<file path="src/rtl/snitch_icache_pkg.sv">
// Shared configuration and types for the L0-to-L1 instruction refill path.
package snitch_icache_pkg;

  typedef struct packed {
    int unsigned NR_PORTS;
    int unsigned PENDING;
    int unsigned FETCH_AW;
    int unsigned LINE_WIDTH;
  } config_t;

  localparam config_t DefaultCfg = '{
    NR_PORTS:   4,
    PENDING:    4,
    FETCH_AW:   32,
    LINE_WIDTH: 128
  };

  // Each L0 owns a demand bit and a prefetch bit in the requester ID.
  localparam int unsigned RefillIdW = 2 * DefaultCfg.NR_PORTS;

  // One in-flight refill: the line address and every L0 waiting for it.
  typedef struct packed {
    logic                         vld;
    logic [DefaultCfg.FETCH_AW-1:0] addr;
    logic [RefillIdW-1:0]         idmask;
  } refill_entry_t;

  // Index width that stays legal for a single-element range.
  function automatic int unsigned idx_width(int unsigned n);
    return (n > 1) ? $clog2(n) : 1;
  endfunction

endpackage

</file>
<file path="src/rtl/snitch_icache_refill_table.sv">
// In-flight refill table: address match for coalescing, lowest-free
// allocation, and release on the L1 response handshake.
module snitch_icache_refill_table
  import snitch_icache_pkg::*;
#(
  parameter int unsigned FETCH_AW = DefaultCfg.FETCH_AW,
  parameter int unsigned ID_WIDTH = RefillIdW,
  parameter int unsigned PENDING  = DefaultCfg.PENDING,
  localparam int unsigned IdxW    = idx_width(PENDING)
) (
  input  logic                clk_i,
  input  logic                rst_ni,
  input  logic [FETCH_AW-1:0] lookup_addr_i,
  input  logic [ID_WIDTH-1:0] lookup_id_i,
  output logic                hit_o,
  output logic                free_avail_o,
  output logic [IdxW-1:0]     alloc_idx_o,
  input  logic                merge_i,
  input  logic                alloc_i,
  input  logic [IdxW-1:0]     rsp_idx_i,
  input  logic                free_i,
  output logic                rsp_vld_o,
  output logic [ID_WIDTH-1:0] rsp_idmask_o
);

  logic [PENDING-1:0]  vld_q;
  logic [FETCH_AW-1:0] addr_q   [PENDING];
  logic [ID_WIDTH-1:0] idmask_q [PENDING];
  logic [PENDING-1:0]  match;
  logic [IdxW-1:0]     hit_idx;

  // An entry released this cycle no longer absorbs new requesters.
  for (genvar gi = 0; gi < PENDING; gi++) begin : g_match
    assign match[gi] = vld_q[gi] && (addr_q[gi] == lookup_addr_i) &&
                       !(free_i && (rsp_idx_i == IdxW'(gi)));
  end

  assign hit_o        = |match;
  assign free_avail_o = ~&vld_q;
  assign rsp_vld_o    = vld_q[rsp_idx_i];
  assign rsp_idmask_o = vld_q[rsp_idx_i] ? idmask_q[rsp_idx_i] : '0;

  // Encode the matching entry and the lowest-numbered free entry.
  always_comb begin
    hit_idx     = '0;
    alloc_idx_o = '0;
    for (int e = 0; e < PENDING; e++) begin
      if (match[e]) hit_idx = IdxW'(e);
    end
    for (int e = PENDING - 1; e >= 0; e--) begin
      if (!vld_q[e]) alloc_idx_o = IdxW'(e);
    end
  end

  // Table update: free on response, fill on allocate, OR in merged IDs.
  always_ff @(posedge clk_i or negedge rst_ni) begin
    if (!rst_ni) begin
      vld_q <= '0;
      for (int e = 0; e < PENDING; e++) begin
        addr_q[e]   <= '0;
        idmask_q[e] <= '0;
      end
    end else begin
      if (free_i) vld_q[rsp_idx_i] <= 1'b0;
      if (alloc_i) begin
        vld_q[alloc_idx_o]    <= 1'b1;
        addr_q[alloc_idx_o]   <= lookup_addr_i;
        idmask_q[alloc_idx_o] <= lookup_id_i;
      end
      if (merge_i) idmask_q[hit_idx] <= idmask_q[hit_idx] | lookup_id_i;
    end
  end

  // Addresses of live entries are unique, so at most one can match.
  assert property (@(posedge clk_i) disable iff (!rst_ni) $onehot0(match));

endmodule

</file>
<file path="src/rtl/snitch_icache_refill_merge.sv">
// Refill front-end: round-robin over the L0 ports, coalesce duplicate line
// requests, issue one L1 lookup per new line and broadcast the response.
module snitch_icache_refill_merge
  import snitch_icache_pkg::*;
#(
  parameter int unsigned NR_PORTS   = DefaultCfg.NR_PORTS,
  parameter int unsigned FETCH_AW   = DefaultCfg.FETCH_AW,
  parameter int unsigned LINE_WIDTH = DefaultCfg.LINE_WIDTH,
  parameter int unsigned ID_WIDTH   = 2 * NR_PORTS,
  parameter int unsigned PENDING    = DefaultCfg.PENDING,
  localparam int unsigned IdxW      = idx_width(PENDING),
  localparam int unsigned PortW     = idx_width(NR_PORTS)
) (
  input  logic                               clk_i,
  input  logic                               rst_ni,
  input  logic [NR_PORTS-1:0][FETCH_AW-1:0]  in_req_addr_i,
  input  logic [NR_PORTS-1:0][ID_WIDTH-1:0]  in_req_id_i,
  input  logic [NR_PORTS-1:0]                in_req_valid_i,
  output logic [NR_PORTS-1:0]                in_req_ready_o,
  output logic [LINE_WIDTH-1:0]              in_rsp_data_o,
  output logic                               in_rsp_error_o,
  output logic [ID_WIDTH-1:0]                in_rsp_id_o,
  output logic [NR_PORTS-1:0]                in_rsp_valid_o,
  input  logic [NR_PORTS-1:0]                in_rsp_ready_i,
  output logic [FETCH_AW-1:0]                out_req_addr_o,
  output logic [IdxW-1:0]                    out_req_id_o,
  output logic                               out_req_valid_o,
  input  logic                               out_req_ready_i,
  input  logic [LINE_WIDTH-1:0]              out_rsp_data_i,
  input  logic                               out_rsp_error_i,
  input  logic [IdxW-1:0]                    out_rsp_id_i,
  input  logic                               out_rsp_valid_i,
  output logic                               out_rsp_ready_o
);

  logic [PortW-1:0]    rr_q, gnt_idx;
  logic                gnt_valid, hit, free_avail, merge, alloc, req_hs;
  logic [IdxW-1:0]     alloc_idx;
  logic                out_valid_q;
  logic [FETCH_AW-1:0] out_addr_q;
  logic [IdxW-1:0]     out_id_q;
  logic                rsp_vld, rsp_free;
  logic [ID_WIDTH-1:0] rsp_idmask;
  logic [NR_PORTS-1:0] rsp_tgt;

  // Round-robin grant: first valid port at or after the pointer.
  always_comb begin
    logic [PortW-1:0] cand;
    cand      = '0;
    gnt_valid = 1'b0;
    gnt_idx   = '0;
    for (int off = NR_PORTS - 1; off >= 0; off--) begin
      cand = PortW'((int'(rr_q) + off) % NR_PORTS);
      if (in_req_valid_i[cand]) begin
        gnt_valid = 1'b1;
        gnt_idx   = cand;
      end
    end
  end

  // A new line may only claim the output register if it is free or draining.
  assign merge  = gnt_valid & hit;
  assign alloc  = gnt_valid & ~hit & free_avail & (~out_valid_q | out_req_ready_i);
  assign req_hs = merge | alloc;

  snitch_icache_refill_table #(
    .FETCH_AW (FETCH_AW),
    .ID_WIDTH (ID_WIDTH),
    .PENDING  (PENDING)
  ) i_table (
    .clk_i         (clk_i),
    .rst_ni        (rst_ni),
    .lookup_addr_i (in_req_addr_i[gnt_idx]),
    .lookup_id_i   (in_req_id_i[gnt_idx]),
    .hit_o         (hit),
    .free_avail_o  (free_avail),
    .alloc_idx_o   (alloc_idx),
    .merge_i       (merge),
    .alloc_i       (alloc),
    .rsp_idx_i     (out_rsp_id_i),
    .free_i        (rsp_free),
    .rsp_vld_o     (rsp_vld),
    .rsp_idmask_o  (rsp_idmask)
  );

  // Per-port request ready and response fan-out from the entry's ID mask.
  for (genvar gi = 0; gi < NR_PORTS; gi++) begin : g_port
    assign in_req_ready_o[gi] = req_hs && (gnt_idx == PortW'(gi));
    assign rsp_tgt[gi]        = |rsp_idmask[2*gi +: 2];
    assign in_rsp_valid_o[gi] = out_rsp_valid_i & rsp_tgt[gi];
  end

  // Untargeted ports never hold back the response; stale ones drain freely.
  assign out_rsp_ready_o = &(~rsp_tgt | in_rsp_ready_i);
  assign rsp_free        = out_rsp_valid_i & out_rsp_ready_o & rsp_vld;
  assign in_rsp_data_o   = out_rsp_data_i;
  assign in_rsp_error_o  = out_rsp_error_i;
  assign in_rsp_id_o     = rsp_idmask;

  assign out_req_addr_o  = out_addr_q;
  assign out_req_id_o    = out_id_q;
  assign out_req_valid_o = out_valid_q;

  // Grant pointer moves past the winner on handshake; output register holds
  // an allocated line until L1 takes it.
  always_ff @(posedge clk_i or negedge rst_ni) begin
    if (!rst_ni) begin
      rr_q        <= '0;
      out_valid_q <= 1'b0;
      out_addr_q  <= '0;
      out_id_q    <= '0;
    end else begin
      if (req_hs) begin
        rr_q <= (gnt_idx == PortW'(NR_PORTS - 1)) ? '0 : gnt_idx + PortW'(1);
      end
      if (alloc) begin
        out_valid_q <= 1'b1;
        out_addr_q  <= in_req_addr_i[gnt_idx];
        out_id_q    <= alloc_idx;
      end else if (out_req_ready_i) begin
        out_valid_q <= 1'b0;
      end
    end
  end

  for (genvar gi = 0; gi < NR_PORTS; gi++) begin : g_id_chk
    assert property (@(posedge clk_i) disable iff (!rst_ni)
      in_req_valid_i[gi] |-> $onehot(in_req_id_i[gi]));
  end

  assert property (@(posedge clk_i) disable iff (!rst_ni)
    (out_valid_q && !out_req_ready_i) |=>
      (out_valid_q && $stable(out_addr_q) && $stable(out_id_q)));

endmodule
</file>
<file path="config.mk">
export PLATFORM = sky130hd
export DESIGN_NAME = snitch_icache_refill_merge
export DESIGN_NICKNAME = d
export VERILOG_FILES = /design/src/rtl/snitch_icache_pkg.sv /design/src/rtl/snitch_icache_refill_table.sv /design/src/rtl/snitch_icache_refill_merge.sv
export SDC_FILE = /design/constraint.sdc
export NUM_CORES = 1
export LEC_CHECK = 0
export ABC_AREA = 1
export CAP_MARGIN = 10
export CORE_MARGIN = 2
export CORE_UTILIZATION = 30
export DETAILED_ROUTE_END_ITERATION = 10
export GPL_TIMING_DRIVEN = 0
export PLACE_DENSITY = 0.58
export SLEW_MARGIN = 10
export SYNTH_ARGS = -nofsm -noshare
export SYNTH_HDL_FRONTEND = slang
export SYNTH_SLANG_ARGS = --single-unit
</file>
<file path="constraint.sdc">
create_clock -name clk_i -period 5.2 [get_ports clk_i]
set_clock_uncertainty 0.1 [all_clocks]
set_input_delay 1.04 -clock clk_i [delete_from_list [all_inputs] [get_ports clk_i]]
set_output_delay 1.04 -clock clk_i [all_outputs]
set_load 0.005 [all_outputs]
</file>
# Word-level counts from Yosys, hierarchy flattened
# Index checks and enable logic that the tools add are counted.
[totals] ff_bits=201 inputBits=303 out_inout_bits=181
[op_classes] n_mux=56 add_sub_neg=4 bitwise_logic=23 n_reduce_logical=35 order_cmp=14 eq_ne=10
[op_table] cell="$bwmux 128" n=1
[op_table] cell="$eq 32x32->1" n=4
[op_table] cell="$mux 32" n=4
[op_table] cell="$bmux 32 s2" n=1
[op_table] cell="$bwmux 32" n=2
[op_table] cell="$demux 32 s2" n=1
[op_table] cell="$mux 8" n=8
[op_table] cell="$bmux 8 s2" n=3
[op_table] cell="$demux 8 s2" n=2
[op_table] cell="$mux 2" n=11
[op_table] cell="$lt 2x3->1 const B" n=7
[op_table] cell="$logic_and 1x1->1" n=20
[op_table] cell="$mux 1" n=14
[op_table] cell="$and 1x1->1" n=10
[op_table] cell="$bmux 1 s2" n=5
[op_table] cell="$ge 3x3->1 const B" n=3
[op_table] cell="$not 2->3" n=3
[op_table] cell="$eq 2x2->1 const B" n=4
[op_table] cell="$mux 4" n=2
[op_table] cell="$not 4->4" n=2
[op_table] cell="$or 4x4->4" n=2
[op_table] cell="$or 8x8->8" n=1
[op_table] cell="$reduce_and 4->1" n=2
[op_table] cell="$reduce_or 2->1" n=4
[op_table] cell="other kinds (13)" n=26

# Longest topological paths before layout
# Gate-level depths: netlist of the first run.
[logic_depth] word_depth=24 mapped_depth=31 ltp_nobuf=29

# By module
# Synthesis of the first run repeated with hierarchy kept, for this count alone.
[hier_totals] hier_cells=2086 hier_area_um2=14386.3
[modules_own_cells] mod="snitch_icache_refill_table" cells_each=1416 n_inst=1 area_per_inst_um2=9895.7 seq_area_each_um2=4103.9
[modules_own_cells] mod="snitch_icache_refill_merge" cells_each=670 n_inst=1 area_per_inst_um2=4490.6 seq_area_each_um2=925.9

# Worst setup path after synthesis of the first run
# OpenSTA, ideal clock, no wires.
[synth_path] path_kind="in2out" start="input port out_rsp_id_i[0]" end="output port in_req_ready_o[0]" n_path_buf=3 required_ns=4.060 cell_stages=25 t_arrival_ns=3.583 slack_ns=0.477 cell_sequence="buf_2 -> inv_1 -> nand2_1 -> nand2_1 -> nand2_1 -> nand2_1 -> clkbuf_1 -> nand2_1 -> nand2_1 -> nand2_1 -> nand2_1 -> nor2_1 -> nand3_1 -> nand2_1 -> nand2_1 -> nand3_1 -> nor2_1 -> nand3_4 -> nand2_4 -> nor2_8 -> nand3_2 -> buf_4 -> nand2_1 -> inv_1 -> nor2_1"
[synth_via] elab_chain_len=21
[synth_lines] item="start, declared" line_no="snitch_icache_refill_merge.sv:31" text="input logic [IdxW-1:0] out_rsp_id_i,"
[synth_lines] item="$not 2->3 (implied by the code)" line_no="snitch_icache_refill_table.sv:41" text="assign rsp_idmask_o = vld_q[rsp_idx_i] ? idmask_q[rsp_idx_i] : '0;"
[synth_lines] item="$bmux 8 s2" line_no="snitch_icache_refill_table.sv:41"
[synth_lines] item="$mux 8 (implied by the code) (2 in a row)" line_no="snitch_icache_refill_table.sv:41"
[synth_lines] item="$mux 8 (*)" line_no="snitch_icache_refill_table.sv:41"
[synth_lines] item="$reduce_or 2->1" line_no="snitch_icache_refill_merge.sv:89" text="assign rsp_tgt[gi] = |rsp_idmask[2*gi +: 2];"
[synth_lines] item="$not 4->4 (*)" line_no="snitch_icache_refill_merge.sv:94" text="assign out_rsp_ready_o = &(~rsp_tgt | in_rsp_ready_i);"
[synth_lines] item="$or 4x4->4 (*)" line_no="snitch_icache_refill_merge.sv:94"
[synth_lines] item="$reduce_and 4->1 (*)" line_no="snitch_icache_refill_merge.sv:94"
[synth_lines] item="named net out_rsp_ready_o" line_no="snitch_icache_refill_merge.sv:33" text="output logic out_rsp_ready_o"
[synth_lines] item="[... 2 more ...]"
[synth_lines] item="$logic_and 1x1->1" line_no="snitch_icache_refill_table.sv:35" text="!(free_i && (rsp_idx_i == IdxW'(gi)));"
[synth_lines] item="$logic_not 1->1" line_no="snitch_icache_refill_table.sv:35"
[synth_lines] item="$logic_and 1x1->1" line_no="snitch_icache_refill_table.sv:34" text="assign match[gi] = vld_q[gi] && (addr_q[gi] == lookup_addr_i) &&"
[synth_lines] item="$reduce_or 4->1 (*)" line_no="snitch_icache_refill_table.sv:38" text="assign hit_o = |match;"
[synth_lines] item="$not 1->1" line_no="snitch_icache_refill_merge.sv:63" text="assign alloc = gnt_valid & ~hit & free_avail & (~out_valid_q | out_req_ready_i);"
[synth_lines] item="$and 1x1->1 (3 in a row)" line_no="snitch_icache_refill_merge.sv:63"
[synth_lines] item="$or 1x1->1 (*)" line_no="snitch_icache_refill_merge.sv:64" text="assign req_hs = merge | alloc;"
[synth_lines] item="$logic_and 1x1->1 (*)" line_no="snitch_icache_refill_merge.sv:88" text="assign in_req_ready_o[gi] = req_hs && (gnt_idx == PortW'(gi));"
[synth_lines] item="end, declared" line_no="snitch_icache_refill_merge.sv:19" text="output logic [NR_PORTS-1:0] in_req_ready_o,"
# Mark *: on every way through the listed nets, which the timed path passes. The rest lies on a longest branch. The select of a mux whose other input is x is not followed.

# Worst setup path in the final report of the first run
[layout_path] start="input port in_req_valid_i[1]" end="output port in_req_ready_o[2]"
[layout_via] elab_chain_len=18
[layout_lines] item="start, declared" line_no="snitch_icache_refill_merge.sv:18" text="input logic [NR_PORTS-1:0] in_req_valid_i,"
[layout_lines] item="$bmux 1 s2" line_no="snitch_icache_refill_merge.sv:54" text="if (in_req_valid_i[cand]) begin"
[layout_lines] item="$mux 1 (implied by the code)" line_no="snitch_icache_refill_merge.sv:54"
[layout_lines] item="$mux 2 (4 in a row)" line_no="snitch_icache_refill_merge.sv:54"
[layout_lines] item="$bmux 32 s2" line_no="snitch_icache_refill_merge.sv:73" text=".lookup_addr_i (in_req_addr_i[gnt_idx]),"
[layout_lines] item="$mux 32 (implied by the code)" line_no="snitch_icache_refill_merge.sv:73"
[layout_lines] item="$eq 32x32->1" line_no="snitch_icache_refill_table.sv:34"
[layout_lines] item="$logic_and 1x1->1 (2 in a row)" line_no="snitch_icache_refill_table.sv:34"
[layout_lines] item="$reduce_or 4->1" line_no="snitch_icache_refill_table.sv:38"
[layout_lines] item="$not 1->1" line_no="snitch_icache_refill_merge.sv:63"
[layout_lines] item="$and 1x1->1 (3 in a row)" line_no="snitch_icache_refill_merge.sv:63"
[layout_lines] item="$or 1x1->1" line_no="snitch_icache_refill_merge.sv:64"
[layout_lines] item="$logic_and 1x1->1 (*)" line_no="snitch_icache_refill_merge.sv:88"
# Every way passes the cells marked *; elsewhere a longest branch is shown, timed or not. The select of a mux whose other input is x is not followed.

==> results.json, run 1 <==
{
  "placed_area_um2": 20400,
  "fin_util_pct": 46.1,
  "timing.rr.end": "i_table.idmask_q[25]",
  "synth_seq_cells": 201,
  "mostFrequentLayoutCells": "nand2_1, clkdlybuf4s50_1, inv_1",
  "routed_wl_um": 82400,
  "relSlewSlack_pct": 24.4,
  "cp.buffers_inverters": 8,
  "fin_crit_sh_pct": 99.8,
  "drc": 0,
  "outcome": "completed",
  "drv_slew": 0,
  "setup_viol": 0,
  "worstPathArrival_ns": 4.05,
  "drv_cap": 0,
  "netlist_area_um2": 15900,
  "n_fill_cell": 5233,
  "drtIter0Drc": 1913,
  "reg2regPathDepth": 36,
  "seq_area_frac_synth_pct": 31.6,
  "grt_pass1_wl_um": 118000,
  "cp_top_family": "simple AND/OR/NAND/NOR gates",
  "rows": 84,
  "synth_area_leaders": "dfrtp_1, nand2_1, nand3_1, inv_1, buf_4",
  "htree_levels": 1,
  "clockRootBuffer": "clkbuf_16",
  "cts.sinks": 201,
  "clock.fmax_ghz": 0.193,
  "gr-usage-all-layers_pct": 29.2,
  "hold_viol": 0,
  "wl_per_cell_um": 22.0,
  "grt_max_degree": 99,
  "port_buffers": 353,
  "netlist.area_leader.share_pct": 31.6,
  "cp_common_cell": "nand2_4",
  "timing_worst_setup_path_type": "in -> out",
  "cp-start-kind": "primary input",
  "overflow": 0,
  "tns_ns": 0,
  "syn_to_final_growth_pct": 52.3,
  "dieWidth_um": 234,
  "grt_pass1_vias": 18135,
  "cts_buffers": 27,
  "ant_nets": 0,
  "ys_types": 39,
  "cp-end-kind": "output pin",
  "core_um2": 52600,
  "worst_pin_slew_ns": 1.12,
  "synth_nets": 2852,
  "crit_fanout": 6,
  "start_util_pct": 30.3,
  "io-pin-count": 484,
  "crit_end": "in_req_ready_o[2]",
  "critical_path_depth": 29,
  "dr.pass1.iters": 5,
  "viasPerCell": 5.12,
  "die-area_um2": 54900,
  "critPathRequiredTime_ns": 4.06,
  "antenna_found_initial": 2,
  "cts.path.max_buffers": 3,
  "hold_buffers": 0,
  "ff2ff_setup_slack_ns": 0.26,
  "ys_warn_count": 0,
  "rsz0062_at_grt": "true",
  "clock_latency_ns": 0.56,
  "final_area_um2": 24200,
  "cpMaxStageDelayCell": "nor2_2",
  "crit_start": "in_req_valid_i[1]",
  "gp_congestion": 0.985,
  "cts_tree": "built",
  "drive_above_1_share_pct": 21.5,
  "num_vias": 19198,
  "syn_avg_cell_area_um2": 6.26,
  "nets": 3350,
  "synth_cells": 2545,
  "timing.rr.start": "rr_q[0]",
  "die_h_um": 234,
  "hpwl_um": 62500,
  "synth_top_cell_by_area": "dfrtp_1",
  "mostFrequentLayoutCell": "nand2_1",
  "period_minus_slack_ns": 5.19,
  "min_path_type": "in -> async",
  "path_clk_slew_ns": 0.06,
  "slowest_delay_ns": 0.17
}
==> Yosys cell counts <==
| master | number |
|---|---|
| nor2_2 | 5 |
| nor2_4 | 2 |
| nand3_1 | 316 |
| nor2_1 | 145 |
| nand4_1 | 55 |
| o211ai_1 | 1 |
| ha_1 | 4 |
| nand2_4 | 5 |
| nand2_2 | 27 |
| xor2_1 | 14 |
| or2_1 | 1 |
| xnor2_1 | 4 |
| buf_2 | 48 |
| a31oi_1 | 1 |
| nand4_2 | 1 |
| a32o_1 | 8 |
| clkbuf_1 | 20 |
| buf_6 | 9 |
| buf_4 | 148 |
| nand3b_1 | 29 |
| and3_1 | 2 |
| inv_1 | 324 |
| o21ai_0 | 103 |
| nand4_4 | 1 |
| nand2_1 | 930 |
| inv_2 | 10 |
| o21ai_1 | 87 |
| nor3_1 | 4 |
| a21boi_0 | 2 |
| dfrtp_1 | 201 |
| nand3_4 | 1 |
| nor4_1 | 1 |
| nor2_8 | 1 |
| o21ai_2 | 1 |
| o21ai_4 | 1 |
| a21oi_1 | 15 |
| nand3_2 | 15 |
| clkinv_1 | 1 |
| nor3b_1 | 2 |
==> cell type report <==
class,instances,area (µm²),share of cell area (%)
multi-input combinational,1786,9640,39.8
sequential,201,5030,20.8
timing repair buffer,467,4680,19.3
buffer,224,1780,7.32
inverter,335,1290,5.31
tap,688,861,3.55
clock buffer,36,759,3.13
clock inverter,12,195,0.805
antenna,2,5.00,0.0206
timing repair inverter,1,3.75,0.0155
==> repair_timing <==
item / 4_1_cts / 5_1_grt
gates cloned: 10 / 0
resized for setup: 424 / 49
buffers inserted: 94 / 10
pin swaps: 117 / 39
setup endpoints to repair: 46 / 16
==> state kept, by name (all words and copies together) (netlist names) <==
register,flops
i_table.idmask_q,32
out_req_valid_o,1
i_table.vld_q,4
out_req_id_o,2
i_table.addr_q,128
out_req_addr_o,32
rr_q,2
==> layer usage <==
layer  GRT usage [%]  vias to the layer above  part of all wire [%]
li1                -                     8884                     -
met1            41.1                     9198                    43
met2            44.9                      987                    44
met3            5.87                      127                   9.9
met4            8.51                        2                   2.6
met5               0                        -                 0.016
==> through the flow <==
step                      hold slack, ns  worst slack, ns  instances
after CTS                          0.214         -0.00574       3741
final                              0.219          0.00788       3752
after global placement             0.369            -6.37       3586
after global routing               0.226           -0.145       3750
after floorplan                    0.353            0.477       2545
after detailed placement           0.366            -1.94       3589
==> logic make-up (layout without fill, tap and decap cells) <==
family	Yosys count	in the layout	synth area share [%]
compound gates	219	219	7.28
xor+xnor	18	18	0.990
fa+ha+maj	4	4	0.314
buf+inv	560	1075	17.5
flops	201	201	31.6
other cells	0	2	0
simple gates	1543	1545	42.3
==> how the worst min path moves through the flow <==
stage                              startpoint                   to  slack [ns]  cells past startpoint
after floorplan           i_table.addr_q[127]  i_table.addr_q[127]        0.35                      2
after global placement     out_req_addr_o[19]   out_req_addr_o[19]        0.37                      2
after detailed placement   out_req_addr_o[19]   out_req_addr_o[19]        0.37                      2
after CTS                              rst_ni   out_req_addr_o[19]        0.21                      1
after global routing                   rst_ni   out_req_addr_o[19]        0.23                      1
final                                  rst_ni   out_req_addr_o[19]        0.22                      1
==> worst reg2reg max path, delay by kind of cell (launching register included) <==
family          cells  cell delay [ns]
buf+inv            16             2.03
simple gates       18             1.90
flops               1             0.45
compound gates      2             0.37
Power of run 1 is not shown: default switching activity piles up to over one toggle a cycle in this logic, so the estimate is an artifact.
==> run 2: changes to the inputs <==
--- a/config.mk
+++ b/config.mk
@@ -7,10 +7,10 @@
 export LEC_CHECK = 0
 export ABC_AREA = 1
 export CAP_MARGIN = 10
-export CORE_MARGIN = 2
+export CORE_MARGIN = 8
 export CORE_UTILIZATION = 30
 export DETAILED_ROUTE_END_ITERATION = 10
-export GPL_TIMING_DRIVEN = 0
+export GPL_TIMING_DRIVEN = 1
 export PLACE_DENSITY = 0.58
 export SLEW_MARGIN = 10
 export SYNTH_ARGS = -nofsm -noshare
==> run 2 against run 1 <==
  * The run now ends with negative setup slack left
  * Wire length shrank 5.6%
  * Sequential share of layout area grew 1.2 points
  * Sequential cell count is the same
  * Die area grew 11%
  * Maximum frequency shrank 2.2%
  * Global-route usage shrank 4.3 points
  * Worst hold slack gained 0.17 ns
==> results.json, run 2 (synthesis results as in run 1) <==
{
  "largest_reg_flops": 128,
  "grt_max_degree": 91,
  "outcome": "finished with violations",
  "syn_to_final_growth_pct": 43.9,
  "drtIter0Drc": 1855,
  "cp_common_cell": "nand2_4",
  "cts_buffers": 26,
  "wl_per_cell_um": 20.9,
  "htree_levels": 1,
  "cts.path.max_buffers": 3,
  "path_clk_slew_ns": 0.06,
  "port_buffers": 225,
  "worst_pin_slew_ns": 0.904,
  "grtUsageMet2_pct": 39.4,
  "clock_latency_ns": 0.57,
  "largest-register": "i_table.addr_q",
  "placed_area_um2": 20600,
  "clock.fmax_ghz": 0.188,
  "gp_congestion": 0.995,
  "drive_above_1_share_pct": 22.9,
  "cpMaxStageDelayCell": "o21ai_4",
  "hpwl_um": 59000,
  "grt_pass1_vias": 18498,
  "nets": 3310,
  "critPathRequiredTime_ns": 4.06,
  "gr-usage-all-layers_pct": 24.8,
  "period_minus_slack_ns": 5.31,
  "mostFrequentLayoutCell": "nand2_1",
  "start_util_pct": 30.3,
  "routed_wl_um": 77700,
  "use_met3_pct": 4.91,
  "relSlewSlack_pct": 39.7,
  "dr.pass1.iters": 8,
  "rsz0062_at_grt": "true",
  "setup_viol": 4,
  "drv_slew": 0,
  "num_vias": 18544,
  "drc": 0,
  "cp-end-kind": "output pin",
  "slowest_delay_ns": 0.24,
  "busiest_layer": "met2",
  "pre_cts_ws_ns": -1.21,
  "fin_crit_sh_pct": 102,
  "ant_nets": 0,
  "min_path_type": "reg -> reg",
  "cts.sinks": 201,
  "dieWidth_um": 246,
  "fin_ws_ns": -0.107,
  "cp.buffers_inverters": 10,
  "die-area_um2": 60700,
  "crit_fanout": 7,
  "timing_worst_setup_path_type": "in -> out",
  "drv_cap": 0,
  "viasPerCell": 5.00,
  "overflow": 0,
  "fin_util_pct": 43.6,
  "grt_pass1_wl_um": 116000,
  "io-pin-count": 484,
  "use_met1_pct": 33.6,
  "violations": "negative setup slack",
  "core_um2": 52600,
  "final_area_um2": 22900,
  "antenna_found_initial": 0,
  "cp_top_family": "simple AND/OR/NAND/NOR gates",
  "die_h_um": 246,
  "cts_tree": "built",
  "cp-start-kind": "primary input",
  "worstPathArrival_ns": 4.17,
  "mostFrequentLayoutCells": "nand2_1, buf_4, inv_1",
  "rows": 84,
  "hold_viol": 0,
  "clockRootBuffer": "clkbuf_16"
}
==> run 2: changes by cell type in the layout (fill, tap and decap cells not counted), moves of 21 or more <==
cell,before,now
clkdlybuf4s50_1,343,215
nand3_4,38,9
buf_2,32,5
buf_4,228,384
nand3_1,230,268
nand2_4,45,24
==> run 2: final cells by class <==
cell class	instances	area (µm²)
clock inverters	12	171
clock buffers	34	752
well taps	688	861
diodes	2	5.00
inverters	335	1270
repair buffers	655	6010
multi-input cells	1784	8820
fillers	5544	29600
flip-flops and latches	201	5030
==> run 2: final timing paths <==
kind / startpoint / to / slack [ns] / cells after the start
setup / recovery: in_req_valid_i[2] / in_req_ready_o[0] / -0.11 / 29
hold / removal: out_req_addr_o[13] / out_req_addr_o[13] / 0.39 / 2
setup reg to reg: rr_q[0] / i_table.addr_q[34] / 0.23 / 32
hold reg to reg: out_req_addr_o[13] / out_req_addr_o[13] / 0.39 / 2
max in group asynchronous: rst_ni / i_table.addr_q[84] / 3.43 / 2
min in group asynchronous: rst_ni / i_table.addr_q[117] / 0.46 / 1
==> run 2: through the flow <==
stage          std cells  setup TNS (ns)  hold slack (ns)
2_1_floorplan       2545               0            0.353
3_3_place_gp        3612          -82.56            0.363
3_5_place_dp        3612          -78.53            0.369
4_1_cts             3701               0            0.390
5_1_grt             3709          -0.966            0.415
6_report            3711          -0.408            0.386
==> run 2: tightest hold or removal path: stages (launching register included) <==
cell and delay, ns:
dfrtp_1 0.35, nand2_1 0.05, nand2_1 0.05
==> run 2: routing by layer <==
metal | routed length [µm] | share of wire (%) | up-vias
met1 | 33700 | 43 | 8753
met5 | 54 | 0.069 | -
li1 | - | - | 8797
met4 | 2490 | 3.2 | 2
met3 | 6760 | 8.7 | 150
met2 | 34700 | 45 | 842
==> run 2: timing repair <==
action	in CTS	in global routing
gates cloned	8	0
gates resized for setup	213	36
buffers inserted	37	8
pin swaps	75	19
setup endpoints to repair	65	4
hold endpoints to repair	0	0
hold buffers	0	0
Power of run 2 is left out for the same reason.
